$ cat config.mk
export PLATFORM = sky130hd
export DESIGN_NAME = final_fpga_cpu_oci_trace_packer
export DESIGN_NICKNAME = d
export VERILOG_FILES = /design/src/rtl/final_fpga_cpu_oci_trace_packer.sv
export SDC_FILE = /design/constraint.sdc
export NUM_CORES = 1
export LEC_CHECK = 0
export CAP_MARGIN = 25
export CORE_MARGIN = 2
export CORE_UTILIZATION = 54
export DETAILED_ROUTE_END_ITERATION = 10
export GPL_TIMING_DRIVEN = 0
export HOLD_SLACK_MARGIN = 0.15
export PLACE_DENSITY = 0.76
export RECOVER_POWER = 100
export SETUP_SLACK_MARGIN = 0.02
export SYNTH_ARGS = -nofsm -noshare
export SYNTH_HDL_FRONTEND = slang
export SYNTH_SLANG_ARGS = --single-unit
$ cat constraint.sdc
create_clock -name clk -period 4.7 [get_ports clk]
set_input_delay 0.47 -clock clk [delete_from_list [all_inputs] [get_ports clk]]
set_output_delay 0.47 -clock clk [all_outputs]
set_load 0.1 [all_outputs]
$ cat src/rtl/final_fpga_cpu_oci_trace_packer.sv
// -----------------------------------------------------------------------------
// final_fpga_cpu_oci_trace_packer
//
// Packs fixed-width OCI trace slots into words of SLOTS slots and queues the
// completed words in a small FIFO. The words leave through a valid/ready
// stream. When test_ending is seen, the packer flushes its partial word,
// waits for the FIFO to drain, and then raises a sticky test_has_ended.
//
// Ports
//   clk            : single clock, rising edge
//   reset          : synchronous, active-high reset
//   slot_valid     : a trace slot is present this cycle
//   slot_data      : trace slot payload (SLOT_W bits)
//   slot_ready     : slots are accepted (high only while running)
//   sync_flush     : emit the current partial word now
//   test_ending    : start the end-of-test flush and drain
//   out_valid      : the FIFO head is valid
//   out_ready      : the sink accepts the head
//   dct_buffer     : FIFO head word (slot k at bits SLOT_W*k +: SLOT_W)
//   dct_count      : number of valid slots in the head word (1..SLOTS)
//   test_has_ended : sticky, set once the flush and drain are complete
//   overflow       : sticky, set when at least one word was dropped
//   ovf_count      : number of dropped words, saturating
// -----------------------------------------------------------------------------
module final_fpga_cpu_oci_trace_packer #(
    parameter int SLOT_W = 2,
    parameter int SLOTS  = 15,
    parameter int CNT_W  = 4,
    parameter int DEPTH  = 4,
    parameter int OVF_W  = 8
) (
    input  logic                    clk,
    input  logic                    reset,
    input  logic                    slot_valid,
    input  logic [SLOT_W-1:0]       slot_data,
    output logic                    slot_ready,
    input  logic                    sync_flush,
    input  logic                    test_ending,
    output logic                    out_valid,
    input  logic                    out_ready,
    output logic [SLOT_W*SLOTS-1:0] dct_buffer,
    output logic [CNT_W-1:0]        dct_count,
    output logic                    test_has_ended,
    output logic                    overflow,
    output logic [OVF_W-1:0]        ovf_count
);

    localparam int WORD_W = SLOT_W * SLOTS;
    localparam int ENT_W  = WORD_W + CNT_W;
    // The head register holds one word, so the backing store keeps DEPTH-1.
    localparam int STORE_N = DEPTH - 1;
    localparam int SPTR_W  = (STORE_N > 1) ? $clog2(STORE_N) : 1;
    localparam int SCNT_W  = $clog2(DEPTH);

    typedef enum logic [1:0] {
        ST_RUN,
        ST_FLUSH,
        ST_DRAIN,
        ST_ENDED
    } state_t;

    // ------------------------------------------------------------------
    // State
    // ------------------------------------------------------------------
    state_t              state_reg, state_next;
    logic [WORD_W-1:0]   pbuf_reg, pbuf_next;
    logic [CNT_W-1:0]    pcount_reg, pcount_next;

    logic [ENT_W-1:0]    store_mem [STORE_N];
    logic [SPTR_W-1:0]   wr_ptr_reg, rd_ptr_reg;
    logic [SCNT_W-1:0]   store_cnt_reg;

    logic                head_valid_reg;
    logic [WORD_W-1:0]   head_word_reg;
    logic [CNT_W-1:0]    head_cnt_reg;

    logic                overflow_reg;
    logic [OVF_W-1:0]    ovf_count_reg;

    // ------------------------------------------------------------------
    // Combinational helpers
    // ------------------------------------------------------------------
    logic                accept;
    logic [WORD_W-1:0]   ins_word;
    logic                push_req;
    logic [WORD_W-1:0]   push_word;
    logic [CNT_W-1:0]    push_cnt;
    logic                pop;
    logic                head_free;
    logic                store_empty;
    logic                store_full;
    logic                fifo_empty;
    logic                drop;
    logic                push;
    logic                store_wr;
    logic                store_rd;

    function automatic logic [SPTR_W-1:0] ptr_inc(input logic [SPTR_W-1:0] p);
        return (p == SPTR_W'(STORE_N - 1)) ? '0 : p + SPTR_W'(1);
    endfunction

    assign slot_ready = (state_reg == ST_RUN);
    assign accept     = slot_valid & slot_ready;

    // The partial buffer with the incoming slot dropped into position pcount.
    // A per-slot mux avoids a variable-width barrel shifter.
    generate
        for (genvar gi = 0; gi < SLOTS; gi++) begin : g_insert
            assign ins_word[gi*SLOT_W +: SLOT_W] =
                (pcount_reg == CNT_W'(gi)) ? slot_data
                                           : pbuf_reg[gi*SLOT_W +: SLOT_W];
        end
    endgenerate

    // ------------------------------------------------------------------
    // Packer and end-of-test sequencing
    // ------------------------------------------------------------------
    always_comb begin
        state_next  = state_reg;
        pbuf_next   = pbuf_reg;
        pcount_next = pcount_reg;
        push_req    = 1'b0;
        push_word   = pbuf_reg;
        push_cnt    = pcount_reg;

        unique case (state_reg)
            ST_RUN: begin
                if (accept) begin
                    // A flush in the same cycle includes the accepted slot.
                    if ((pcount_reg == CNT_W'(SLOTS - 1)) || sync_flush) begin
                        push_req    = 1'b1;
                        push_word   = ins_word;
                        push_cnt    = pcount_reg + CNT_W'(1);
                        pbuf_next   = '0;
                        pcount_next = '0;
                    end else begin
                        pbuf_next   = ins_word;
                        pcount_next = pcount_reg + CNT_W'(1);
                    end
                end else if (sync_flush && (pcount_reg != '0)) begin
                    push_req    = 1'b1;
                    pbuf_next   = '0;
                    pcount_next = '0;
                end
                if (test_ending) begin
                    state_next = ST_FLUSH;
                end
            end
            ST_FLUSH: begin
                if (pcount_reg != '0) begin
                    push_req = 1'b1;
                end
                pbuf_next   = '0;
                pcount_next = '0;
                state_next  = ST_DRAIN;
            end
            ST_DRAIN: begin
                if (fifo_empty) begin
                    state_next = ST_ENDED;
                end
            end
            ST_ENDED: begin
                state_next = ST_ENDED;
            end
            default: begin
                state_next = ST_RUN;
            end
        endcase
    end

    always_ff @(posedge clk) begin
        if (reset) begin
            state_reg  <= ST_RUN;
            pbuf_reg   <= '0;
            pcount_reg <= '0;
        end else begin
            state_reg  <= state_next;
            pbuf_reg   <= pbuf_next;
            pcount_reg <= pcount_next;
        end
    end

    // ------------------------------------------------------------------
    // FIFO: registered head plus a circular backing store
    // ------------------------------------------------------------------
    assign pop         = head_valid_reg & out_ready;
    assign head_free   = ~head_valid_reg | pop;
    assign store_empty = (store_cnt_reg == '0);
    assign store_full  = (store_cnt_reg == SCNT_W'(STORE_N));
    assign fifo_empty  = ~head_valid_reg & store_empty;

    // Full means head valid and store full; a simultaneous pop makes room.
    assign drop     = push_req & head_valid_reg & store_full & ~pop;
    assign push     = push_req & ~drop;
    // A push bypasses the store only when it can go straight into the head.
    assign store_wr = push & ~(head_free & store_empty);
    assign store_rd = head_free & ~store_empty;

    always_ff @(posedge clk) begin
        if (store_wr) begin
            store_mem[wr_ptr_reg] <= {push_cnt, push_word};
        end
    end

    always_ff @(posedge clk) begin
        if (reset) begin
            head_valid_reg <= 1'b0;
            head_word_reg  <= '0;
            head_cnt_reg   <= '0;
            wr_ptr_reg     <= '0;
            rd_ptr_reg     <= '0;
            store_cnt_reg  <= '0;
            overflow_reg   <= 1'b0;
            ovf_count_reg  <= '0;
        end else begin
            if (head_free) begin
                if (!store_empty) begin
                    head_valid_reg <= 1'b1;
                    {head_cnt_reg, head_word_reg} <= store_mem[rd_ptr_reg];
                end else if (push) begin
                    head_valid_reg <= 1'b1;
                    head_word_reg  <= push_word;
                    head_cnt_reg   <= push_cnt;
                end else begin
                    // Word and count keep their last values while idle.
                    head_valid_reg <= 1'b0;
                end
            end

            if (store_wr) begin
                wr_ptr_reg <= ptr_inc(wr_ptr_reg);
            end
            if (store_rd) begin
                rd_ptr_reg <= ptr_inc(rd_ptr_reg);
            end
            unique case ({store_wr, store_rd})
                2'b10:   store_cnt_reg <= store_cnt_reg + SCNT_W'(1);
                2'b01:   store_cnt_reg <= store_cnt_reg - SCNT_W'(1);
                default: store_cnt_reg <= store_cnt_reg;
            endcase

            if (drop) begin
                overflow_reg <= 1'b1;
                if (ovf_count_reg != {OVF_W{1'b1}}) begin
                    ovf_count_reg <= ovf_count_reg + OVF_W'(1);
                end
            end
        end
    end

    // ------------------------------------------------------------------
    // Outputs
    // ------------------------------------------------------------------
    assign out_valid      = head_valid_reg;
    assign dct_buffer     = head_word_reg;
    assign dct_count      = head_cnt_reg;
    assign test_has_ended = (state_reg == ST_ENDED);
    assign overflow       = overflow_reg;
    assign ovf_count      = ovf_count_reg;

endmodule

# ---- After elaboration in Yosys (flattened, before gate mapping)
# Memory sizes are Yosys's and may differ from the RTL's. A register that Yosys moved wholly into a read port is not among the register bits.
# Cells that the tools add are included.
dict set report totals {
  register_bits 86
  mem_bits_rw 102
  output_inout_bits 46
  memories 1
}
# name words word_bits rd rd_ports_with_merged_regs write_ports line_no
set memory_table {}
lappend memory_table {store_mem 3 34 1 1 1 69} ;# logic [ENT_W-1:0] store_mem [STORE_N];
dict set report classes {
  add_sub_neg 6
  n_eq_ne 27
  n_mux 50
  n_bitwise 16
  reduce_logical 12
}
# cell n
set ops {}
lappend ops {{$mux W30} 8}
lappend ops {{$pmux W30 S2} 1}
lappend ops {{$mux W2} 21}
lappend ops {{$mux W4} 8}
lappend ops {{$eq A4 B4 Y1 const B} 7}
lappend ops {{$eq A4 B3 Y1 const B} 4}
lappend ops {{$eq A2 B2 Y1 const B} 6}
lappend ops {{$and A1 B1 Y1} 10}
lappend ops {{$add A8 B1 Y8 const B} 1}
lappend ops {{$eq A4 B2 Y1 const B} 2}
lappend ops {{$mux W1} 8}
lappend ops {{$ne A8 B8 Y1 const B} 1}
lappend ops {{$pmux W2 S4} 1}
lappend ops {{$pmux W4 S2} 1}
lappend ops {{$reduce_and A2 Y1} 4}
lappend ops {{$add A2 B1 Y2 const B} 3}
lappend ops {{$not A1 Y1} 5}
lappend ops {{$add A4 B1 Y4 const B} 1}
lappend ops {{$eq A2 B1 Y1 const B} 2}
lappend ops {{$eq A4 B1 Y1 const B} 1}
lappend ops {{$logic_not A2 Y1} 2}
lappend ops {{$logic_not A4 Y1} 1}
lappend ops {{$ne A2 B1 Y1 const B} 2}
lappend ops {{$pmux W2 S2} 1}
lappend ops {{other kinds (9)} 10}

# ---- Longest topological paths before layout
dict set report logic_depth {
  depth_word 13
  ltp_mapped 10
  mapped_depth_nobuf 10
}

# ---- Least setup slack after synthesis
# No wires, ideal clock.
dict set report synth_timing {
  kind {reg2reg}
  from {reg head_valid_reg (netlist: out_valid)}
  to {mem store_mem[1][0] in the netlist's numbering (enable)}
  setup_time_ns 0.475
  arrival_time_ns 4.147
  required_time_ns 4.225
  slack_ns 0.079
  stages_incl_launch_ff 6
  n_path_buf 1
  period_less_slack_ns 4.621
  cell_sequence {dfxtp_1 nand2b_1 clkbuf_1 a21oi_1 nand2_2 nor3b_1}
}
dict set report synth_between {
  elab_chain_cells 8
}
# item line_no
set synth_lines {}
lappend synth_lines {{start, declared} 73} ;# logic head_valid_reg;
lappend synth_lines {{start signal, assigned} 207} ;# head_valid_reg <= 1'b0;
lappend synth_lines {{start signal, assigned} 218} ;# head_valid_reg <= 1'b1;
lappend synth_lines {{start signal, assigned} 221} ;# head_valid_reg <= 1'b1;
lappend synth_lines {{$and A1 B1 Y1, on equally long branches} {193, 186}}
lappend synth_lines {{$and A1 B1 Y1 / $not A1 Y1 (equally long branches)} 193} ;# assign drop = push_req & head_valid_reg & store_full & ~pop;
lappend synth_lines {{$and A1 B1 Y1} 193}
lappend synth_lines {{$not A1 Y1} 194} ;# assign push = push_req & ~drop;
lappend synth_lines {{$and A1 B1 Y1} 194}
lappend synth_lines {{$and A1 B1 Y1 (*)} 196} ;# assign store_wr = push & ~(head_free & store_empty);
lappend synth_lines {{$mux W1 (*)} 200} ;# if (store_wr) begin
lappend synth_lines {{$mux W1 (not written as such) (*)} 201} ;# store_mem[wr_ptr_reg] <= {push_cnt, push_word};
lappend synth_lines {{end, declared} 69}
# Mark *: on every way between the ends. The rest lies on a longest branch, timed or not.

# ---- Worst setup path in the final report
dict set report layout_timing {
  from {reg pcount_reg[0]}
  to {mem store_mem[2][23] in the netlist's numbering (enable)}
}
dict set report layout_between {
  elab_chain_cells 13
}
# item line_no
set layout_lines {}
lappend layout_lines {{start, declared} 67} ;# logic [CNT_W-1:0] pcount_reg, pcount_next;
lappend layout_lines {{start signal, assigned} 179} ;# pcount_reg <= pcount_next;
lappend layout_lines {{$eq A4 B4 Y1 / $reduce_bool A4 Y1 (equally long branches)} {130, 140, 150}}
lappend layout_lines {{$logic_or A1 B1 Y1 / $logic_and A1 B1 Y1 (equally long branches)} {130, 140}}
lappend layout_lines {{$mux W1, on equally long branches} {130, 140}}
lappend layout_lines {{$mux W1} 128} ;# if (accept) begin
lappend layout_lines {{$pmux W1 S2 (*)} 126} ;# unique case (state_reg)
lappend layout_lines {{$and A1 B1 Y1 (3 in series)} 193}
lappend layout_lines {{$not A1 Y1} 194}
lappend layout_lines {{$and A1 B1 Y1 (*)} 194}
lappend layout_lines {{$and A1 B1 Y1 (*)} 196}
lappend layout_lines {{$mux W1 (*)} 200}
lappend layout_lines {{$mux W1 (not written as such) (*)} 201}
# Marked as above.

==> flow_metrics.py <==
metrics = {
    "finish": {
        "finalNetCount": 886,
        "syn_to_final_growth_pct": 15.8,
        "largest_reg_flops": 102,
        "diodes": 0,
        "final_common_cell": "a21oi_1",
        "post_route_cells_drive_above_1_share": 0.0803,
        "final_cell_mix": "a21oi_1 (129), edfxtp_1 (102), dfxtp_1 (88), mux2i_1 (59), clkbuf_1 (57)",
        "fillers": 1310,
    },
    "sta": {
        "finalHoldViolCount": 0,
        "grt_setup_unrepaired": "false",
        "fin_crit_ns": 4.00,
        "max_clock_freq_mhz": 250,
        "tightest_slew_ns": 1.24,
        "slew_headroom": 0.174,
        "drv_slew": 0,
        "min_period_over_period": 0.851,
        "finClkSkew_ns": 0.0104,
        "setup_viol": 0,
        "holdWs_ns": 0.482,
    },
    "placement": {
        "io_buffers": 50,
        "place_hpwl_microns": 15900,
        "gp_congestion": 0.928,
    },
    "worst_setup_path": {
        "cp_slowest_cell": "nor3b_1",
        "startpoint_type": "flop",
        "worstSetupPathType": "reg2reg",
        "worstPathMaxFanout": 12,
        "crit_chain": "inv_1 > ha_1 > a31o_1 > inv_1 > o22ai_1 > nand2_1 > nor3b_1 > clkbuf_1",
        "worstSetupEndpointType": "flop",
        "critPathArrivalTime_ns": 4.07,
        "slowest_delay_ns": 1.04,
        "cp.required_ns": 4.77,
        "crit_path_frequent_cell": "inv_1",
    },
    "floorplanning": {
        "coreArea_sq_um": 15900,
        "dieArea_sq_um": 17300,
        "start_util": 0.554,
        "die_w_microns": 132,
        "io_pins": 54,
        "rows": 46,
        "die_y_microns": 132,
    },
    "detailed_routing": {
        "dr.pass1.iters": 5,
        "wl_microns": 22900,
        "drtIter0Drc": 731,
        "wire_per_inst_microns": 20.8,
        "remaining_drc_errors": 0,
        "via_count": 6878,
        "avgViaCountPerCell": 6.25,
        "ant_nets": 0,
    },
    "clock_network": {
        "cts_setup_buffers": 0,
        "cts_resized": 0,
        "cts_inserted_buffers": 17,
        "cts_tree": "yes",
        "htree_levels": 4,
        "cts.sinks": 190,
        "clockBufferDepth": 2,
        "clk_latency_ns": 0.44,
        "cts_hold_buf": 0,
        "clkTransAtPathRegs_ns": 0.07,
        "cts_root_buffer": "clkbuf_16",
    },
    "yosys": {
        "synth_seq_cells": 190,
        "ys_seq_area_frac": 0.549,
        "synthFlopType": "edfxtp_1",
        "syn_nets": 808,
        "ys.warnings.count": 0,
        "synth_cells": 793,
        "async_flop_share": 0,
        "synth_area_sq_um": 8790,
        "synth_edf_count": 102,
        "synthDistinctLibCells": 58,
        "syn_area_per_cell_sq_um": 11.1,
    },
    "global_route": {
        "use_met1": 0.348,
        "grt_max_degree": 18,
        "use_met3": 0.0428,
        "grt_pass1_vias": 6766,
        "use_met2": 0.457,
        "grt_busiest_layer": "met2",
        "grt_pass1_wl_microns": 36100,
        "antenna_found_initial": 0,
        "overflow": 0,
        "grt_usage": 0.268,
    },
    "power_and_ir_drop": {
        "total_power_mw": 6.11,
        "power_density_nw_per_um2": 600,
        "leakagePower_nw": 3.50,
        "ir_worst_vdd_uv": 479,
    },
    "run": {
        "maxCapViolCount": 0,
    },
    "run_status": {
        "status": "complete, no violations",
    },
    "worst_hold_path": {
        "holdCritPathClass": "reg2reg",
    },
}
-- kinds of logic (layout without fill, tap and decap cells) --
kind of cell,after synthesis,in the layout,synth area share
and+or+nand+nor,154,154,0.0989
DFF,190,190,0.549
xor gates and xnor gates,4,4,0.00398
AOI/OAI and AO/OA,286,286,0.216
muxes,68,68,0.0787
adders and majority gates,7,7,0.00996
buffers and inverters,84,175,0.0441
-- metal layers --
metal  wire (microns)  part of all wire  vias up
met5                0                 0        -
met2            11400              0.50      264
li1                 -                 -     3171
met1             9790              0.43     3404
met3             1340             0.058       39
met4              397             0.017        0
-- Yosys cell counts, types with 3 or more instances --
cell type    n  area share
or3b_2       3      0.0030
nor3_1       7      0.0040
mux2i_1     59       0.067
nor2_2       3      0.0021
a21oi_1    129       0.073
edfxtp_1   102        0.35
buf_1        6      0.0026
mux2_2       9       0.012
or4_1        5      0.0043
a31oi_1      3      0.0021
o31ai_1      5      0.0043
a211o_1     26       0.026
xnor2_1      3      0.0030
nand3_1      6      0.0034
nand2_1     47       0.020
buf_6        5      0.0064
nand2b_1    30       0.021
nor2_1      12      0.0051
a211oi_1     8      0.0068
a311oi_1    26       0.026
buf_2       20       0.011
a311oi_2     8       0.014
nand3b_1     9      0.0077
ha_1         7       0.010
nor2b_1      6      0.0043
nor3b_1      8      0.0068
clkbuf_1    39       0.017
or3_1        3      0.0021
dfxtp_1     88        0.20
o211ai_1    30       0.026
o21ai_0     39       0.022
inv_1        9      0.0038
-- final cells by class --
type,instances,area (sq um),share of cell area
Tap cell,216,270,0.0265
Inverter,10,37.5,0.00369
Clock inverter,11,154,0.0151
Multi-Input combinational cell,519,3510,0.345
Timing Repair Buffer,59,572,0.0562
Buffer,74,330,0.0324
Sequential cell,190,4820,0.474
Clock buffer,21,482,0.0473
-- critical path: cells and delay by family (launching register included) --
| kind | cells | cell delay (ns) |
|---|---|---|
| flops | 1 | 0.36 |
| buf+inv | 3 | 0.92 |
| compound gates | 2 | 0.73 |
| simple gates | 2 | 1.30 |
| fa+ha+maj | 1 | 0.32 |
-- power by group --
group / total [mW] / switching (mW) / internal (mW)
Combinational: 2.53 / 1.88 / 0.648
Clock: 1.53 / 0.628 / 0.903
Sequential: 2.05 / 0.0948 / 1.96
-- final timing paths --
| check | to | depth (start not counted) | slack, ns | start |
|---|---|---|---|---|
| max | store_mem[2][23] | 8 | 0.70 | pcount_reg[0] |
| min | dct_buffer[29] | 2 | 0.48 | dct_buffer[29] |
| max reg2reg | store_mem[2][23] | 8 | 0.70 | pcount_reg[0] |
| min reg2reg | dct_buffer[29] | 2 | 0.48 | dct_buffer[29] |
-- per-stage QoR --
stage / worst slack, ns / setup TNS [ns] / area (sq um) / std cells / utilization
finish: 0.699 / 0 / 10200 / 1100 / 0.641
floorplan: 0.0785 / 0 / 8790 / 793 / -
detailed placement: 1.17 / 0 / 9680 / 1068 / 0.609
global route: 0.595 / 0 / 10200 / 1100 / 0.641
CTS: 1.32 / 0 / 10300 / 1100 / 0.649
global placement: -2.33 / -221.21 / 9560 / 1059 / 0.602
No activity file was read; power rests on OpenSTA's default activity.
